`config.mk`:
```
export PLATFORM = sky130hd
export DESIGN_NAME = serial_word_rx
export DESIGN_NICKNAME = d
export VERILOG_FILES = /design/src/rtl/serial_word_rx.sv
export SDC_FILE = /design/constraint.sdc
export NUM_CORES = 1
export LEC_CHECK = 0
export BUFFER_PORTS_ARGS = -buffer_cell sky130_fd_sc_hd__clkbuf_2
export CAP_MARGIN = 5
export CORE_MARGIN = 1
export CORE_UTILIZATION = 57
export DETAILED_ROUTE_END_ITERATION = 12
export PLACE_DENSITY_LB_ADDON = 0.25
export SLEW_MARGIN = 25
export SYNTH_ARGS = -nofsm -noshare
export SYNTH_HDL_FRONTEND = slang
export SYNTH_SLANG_ARGS = --single-unit
```
`constraint.sdc`:
```
create_clock -name clk -period 2.5 [get_ports clk]
set_clock_uncertainty 0.05 [all_clocks]
set_input_delay 0.25 -clock clk [delete_from_list [all_inputs] [get_ports clk]]
set_output_delay 0.25 -clock clk [all_outputs]
set_load 0.02 [all_outputs]
```
`src/rtl/serial_word_rx.sv`:
```
// -----------------------------------------------------------------------------
// serial_word_rx
//
// Serial-to-parallel frame receiver. Frame on sin, one bit per bit_en tick:
//   start (0), W data bits LSB-first, even-parity bit, stop (1).
// The received word is committed to a held parallel output together with its
// parity/framing error flags, and handed over via a dvalid/ack handshake.
//
// Ports
//   clk      in   system clock, rising edge
//   CR       in   asynchronous active-low clear
//   bit_en   in   bit-rate strobe; sin is sampled only when bit_en=1
//   sin      in   serial line, idles high
//   ack      in   consumer acknowledge for the held word
//   dout     out  [W-1:0] last committed word, bit 0 = first data bit
//   dvalid   out  dout holds an unacknowledged word
//   perr     out  parity error flag for the word on dout
//   ferr     out  framing error flag (stop bit was 0) for the word on dout
//   overrun  out  sticky: a word was committed over an unacknowledged one
// -----------------------------------------------------------------------------
module serial_word_rx #(
  parameter int W = 4
) (
  input  logic         clk,
  input  logic         CR,
  input  logic         bit_en,
  input  logic         sin,
  input  logic         ack,
  output logic [W-1:0] dout,
  output logic         dvalid,
  output logic         perr,
  output logic         ferr,
  output logic         overrun
);

  localparam int CW = (W > 1) ? $clog2(W) : 1;
  localparam logic [CW-1:0] CNT_LAST = CW'(W - 1);

  typedef enum logic [1:0] {
    IDLE,
    DATA,
    PAR,
    STOP
  } state_t;

  state_t         state_q,   state_d;
  logic [CW-1:0]  cnt_q,     cnt_d;
  logic [W-1:0]   shreg_q,   shreg_d;
  logic           par_bad_q, par_bad_d;
  logic [W-1:0]   dout_q,    dout_d;
  logic           dvalid_q,  dvalid_d;
  logic           perr_q,    perr_d;
  logic           ferr_q,    ferr_d;
  logic           overrun_q, overrun_d;
  logic           commit;

  // Next-state and output-register logic.
  always_comb begin
    // NOTE: every signal gets a hold-value default first so no path through
    // the case/if tree leaves one unassigned, which would infer a latch.
    state_d   = state_q;
    cnt_d     = cnt_q;
    shreg_d   = shreg_q;
    par_bad_d = par_bad_q;
    dout_d    = dout_q;
    dvalid_d  = dvalid_q;
    perr_d    = perr_q;
    ferr_d    = ferr_q;
    overrun_d = overrun_q;
    commit    = 1'b0;

    if (bit_en) begin
      case (state_q)
        IDLE: begin
          if (!sin) begin
            state_d = DATA;
            cnt_d   = '0;
          end
        end
        DATA: begin
          // LSB arrives first, so shift right and insert at the top.
          shreg_d = {sin, shreg_q[W-1:1]};
          cnt_d   = cnt_q + 1'b1;
          if (cnt_q == CNT_LAST) state_d = PAR;
        end
        PAR: begin
          par_bad_d = (^shreg_q) ^ sin;
          state_d   = STOP;
        end
        STOP: begin
          // The stop tick only closes the frame; a start bit is looked for
          // from the next tick onward, even if this stop bit was 0.
          commit  = 1'b1;
          state_d = IDLE;
        end
        default: state_d = IDLE;
      endcase
    end

    // Commit has priority over ack: a new word arriving in the ack cycle
    // stays valid and leaves overrun untouched.
    if (commit) begin
      dout_d   = shreg_q;
      perr_d   = par_bad_q;
      ferr_d   = ~sin;
      dvalid_d = 1'b1;
      if (dvalid_q && !ack) overrun_d = 1'b1;
    end else if (ack && dvalid_q) begin
      dvalid_d  = 1'b0;
      overrun_d = 1'b0;
    end
  end

  // NOTE: state registers use non-blocking assignments so every flop samples
  // the pre-edge values, independent of statement order.
  always_ff @(posedge clk or negedge CR) begin
    if (!CR) begin
      state_q   <= IDLE;
      cnt_q     <= '0;
      // NOTE: the shift register is cleared along with the control state so a
      // partial frame never leaks into a later word.
      shreg_q   <= '0;
      par_bad_q <= 1'b0;
      dout_q    <= '0;
      dvalid_q  <= 1'b0;
      perr_q    <= 1'b0;
      ferr_q    <= 1'b0;
      overrun_q <= 1'b0;
    end else begin
      state_q   <= state_d;
      cnt_q     <= cnt_d;
      shreg_q   <= shreg_d;
      par_bad_q <= par_bad_d;
      dout_q    <= dout_d;
      dvalid_q  <= dvalid_d;
      perr_q    <= perr_d;
      ferr_q    <= ferr_d;
      overrun_q <= overrun_d;
    end
  end

  assign dout    = dout_q;
  assign dvalid  = dvalid_q;
  assign perr    = perr_q;
  assign ferr    = ferr_q;
  assign overrun = overrun_q;

endmodule

```
==> impl_metrics.ini <==
[timing]
worst_slack_ns = 0.901
final.setup.tns_ns = 0
max_freq_ghz = 0.625
final_hold_viol_count = 0
finalSetupViolCount = 0
slew_headroom_pct = 73.4
post-route-min-period_ns = 1.60
worst_pin_slew_ns = 0.400
rsz0062_at_grt = no
post-route-period-util_pct = 64.0
slew_violations = 0

[critical_path]
critPathKind = reg2reg
r2r_start = state_q[0]
cp_data_arrival_time_ns = 1.72
crit_path_start_kind = register
r2r_slack_ns = 0.90
path_max_fanout = 4
r2r-end = cnt_q[0]
endpoint_kind = register
startpoint = state_q[0]
r2r_cells = 5
worst_ep_required_time_ns = 2.62

[die]
start_util_pct = 61.7
rows = 13
pin_count = 13
die_y_um = 39.8
fp.dieW_um = 39.8
die_area_sq_mm = 0.00158
core_sq_mm = 0.00132

[route]
drt.antenna.violating_nets = 0
drt-vias-per-instance = 5.07
vias = 487
dr.pass1.iters = 5
drt-total-wl_um = 1200
first_iter_violations = 8
avgRoutedWirePerCell_um = 12.5
drc = 0

[grt]
grt_pass1_vias = 416
grt_max_degree = 18
grt_pass1_wl_um = 1750
grt_use_total_pct = 18.0
antenna_found_initial = 0
grt-ovfl-total = 0

[pwr]
p_per_area_mw_per_mm2 = 1250
ir_worst_vdd_uv = 565
p_leak_nw = 0.475

[place]
post-dp-hpwl_um = 881
post-place-ws_ns = 0.928
dp.cells = 91
io_buffer_count = 12
gp_congestion = 0.705
post_dp_cell_area_sq_um = 892

[synth]
yosysSeqAreaShare_pct = 52.3
ys_top_cells_by_area = dfrtp_1 52%, mux2_1 15%, ha_1 11%
syn_nets = 76
ys_ff_latch = 17
synth_area_leader_cell = dfrtp_1
ys_types = 17
postSynthCellCount = 64
synth.avg_cell_area_sq_um = 12.7
yosysWarnings = 0
synth_top_area_share_pct = 52.3
netlist_area_sq_um = 813

[cts]
clk_latency_ns = 0.28
clk_path_buf_depth = 2
post_cts_resized = 0
cts-htree-levels = 1
cts_sinks = 17
cts_setup_buffers = 0
cts_tree = built
cts_buffers = 3
clk_pin_slew_ns = 0.09
cts-root-buf = clkbuf_4

[cells_and_area]
layout.cells.non_filler = 96
antennaDiodeCount = 0
fin_util_pct = 70.6
nets = 94
stdcell_area_sq_um = 930
area_growth_pct = 14.3
drive_gt1_share_pct = 21.0

[hold_path]
min_to = overrun
hold_path_depth = 2
hold_class = in2reg
hp-start = ack

[outcome]
status = completed

[flow_run]
cap_violations = 0
-- routing by layer --
layer  up-vias  wire, um  share of wire (%)  global-route usage (%)
met5         -         0                  0                       0
met4         0         0                  0                    10.3
met1       228       596                 50                    20.9
met3         0        28                2.3                    5.11
met2         8       573                 48                    29.1
li1        251         -                  -                       -
-- placed cells by master, fill, tap and decap left out --
master,n
nor2_1,1
nand2b_1,1
inv_1,4
xnor3_1,1
clkbuf_4,3
mux2i_1,2
o2bb2ai_1,1
nand2_2,1
ha_1,7
clkbuf_2,12
dlygate4sd3_1,1
mux2_1,11
nand3_1,1
xnor2_1,2
nand2_1,7
dfrtp_1,17
clkinv_2,1
a31oi_1,1
o21ai_1,3
nor2b_1,3
o21ai_0,1
-- state kept, by name (all words and copies together), names as in the netlist --
signal / cells
dout: 4
shreg_q: 4
cnt_q: 2
state_q: 2
dvalid: 1
ferr: 1
overrun: 1
par_bad_q: 1
perr: 1
-- metrics by stage --
step	power, mW	hold WS (ns)
CTS	1.18	0.0773
detailed placement	1.02	0.143
finish	1.16	0.0871
global placement	1.00	0.143
floorplan	0.884	-0.0956
global route	1.26	0.0720
-- worst max path at each step --
stage          endpoint  slack, ns  cells past startpoint
2_1_floorplan  cnt_q[0]       1.01                      5
6_report       cnt_q[0]       0.90                      5
5_1_grt        cnt_q[0]       0.82                      5
3_3_place_gp   cnt_q[0]       0.97                      5
4_1_cts        cnt_q[0]       0.91                      5
3_5_place_dp   cnt_q[0]       0.93                      5
-- power by group --
part	total, mW	internal [mW]	switching, mW
Combinational	0.512	0.242	0.270
Clock	0.141	0.0593	0.0815
Sequential	0.507	0.406	0.100
Total	1.16	0.708	0.452
-- worst max-delay path: stages, from the launching register on --
cell and delay [ns]:
dfrtp_1 0.41, inv_1 0.11, ha_1 0.23, nor2b_1 0.14, o21ai_1 0.21, mux2_1 0.34
-- layout make-up --
| cell class | count | area, sq um |
|---|---|---|
| clock buffer | 3 | 22.5 |
| clock inverter | 1 | 5.00 |
| fill | 100 | 388 |
| inverter | 4 | 15.0 |
| multi-input combinational | 43 | 373 |
| sequential | 17 | 425 |
| tap | 15 | 18.8 |
| timing repair buffer | 13 | 70.1 |
-- logic make-up (layout without fill, tap and decap cells) --
family / count (synthesis) / in the layout / synth area share, %
AND/OR/NAND/NOR: 14 / 14 / 8.15
AO/OA/AOI/OAI: 6 / 6 / 4.31
flip-flops: 17 / 17 / 52.3
buffers and inverters: 4 / 21 / 1.85
multiplexers: 13 / 13 / 17.7
XOR/XNOR: 3 / 3 / 4.92
adder cells (fa/ha/maj): 7 / 7 / 10.8
-- cell usage after synthesis, drive strengths merged --
cell / n
nor2b: 3
xnor2: 2
nand3: 1
o2bb2ai: 1
mux2: 11
mux2i: 2
o21ai: 4
dfrtp: 17
nand2b: 1
inv: 4
ha: 7
nor2: 1
nand2: 8
xnor3: 1
a31oi: 1
-- timing repair --
item                       4_1_cts  5_1_grt
setup endpoints to repair        0        0
hold endpoints to repair        17        0
hold buffers                     1        0
Power figures use the tool's default switching activity.
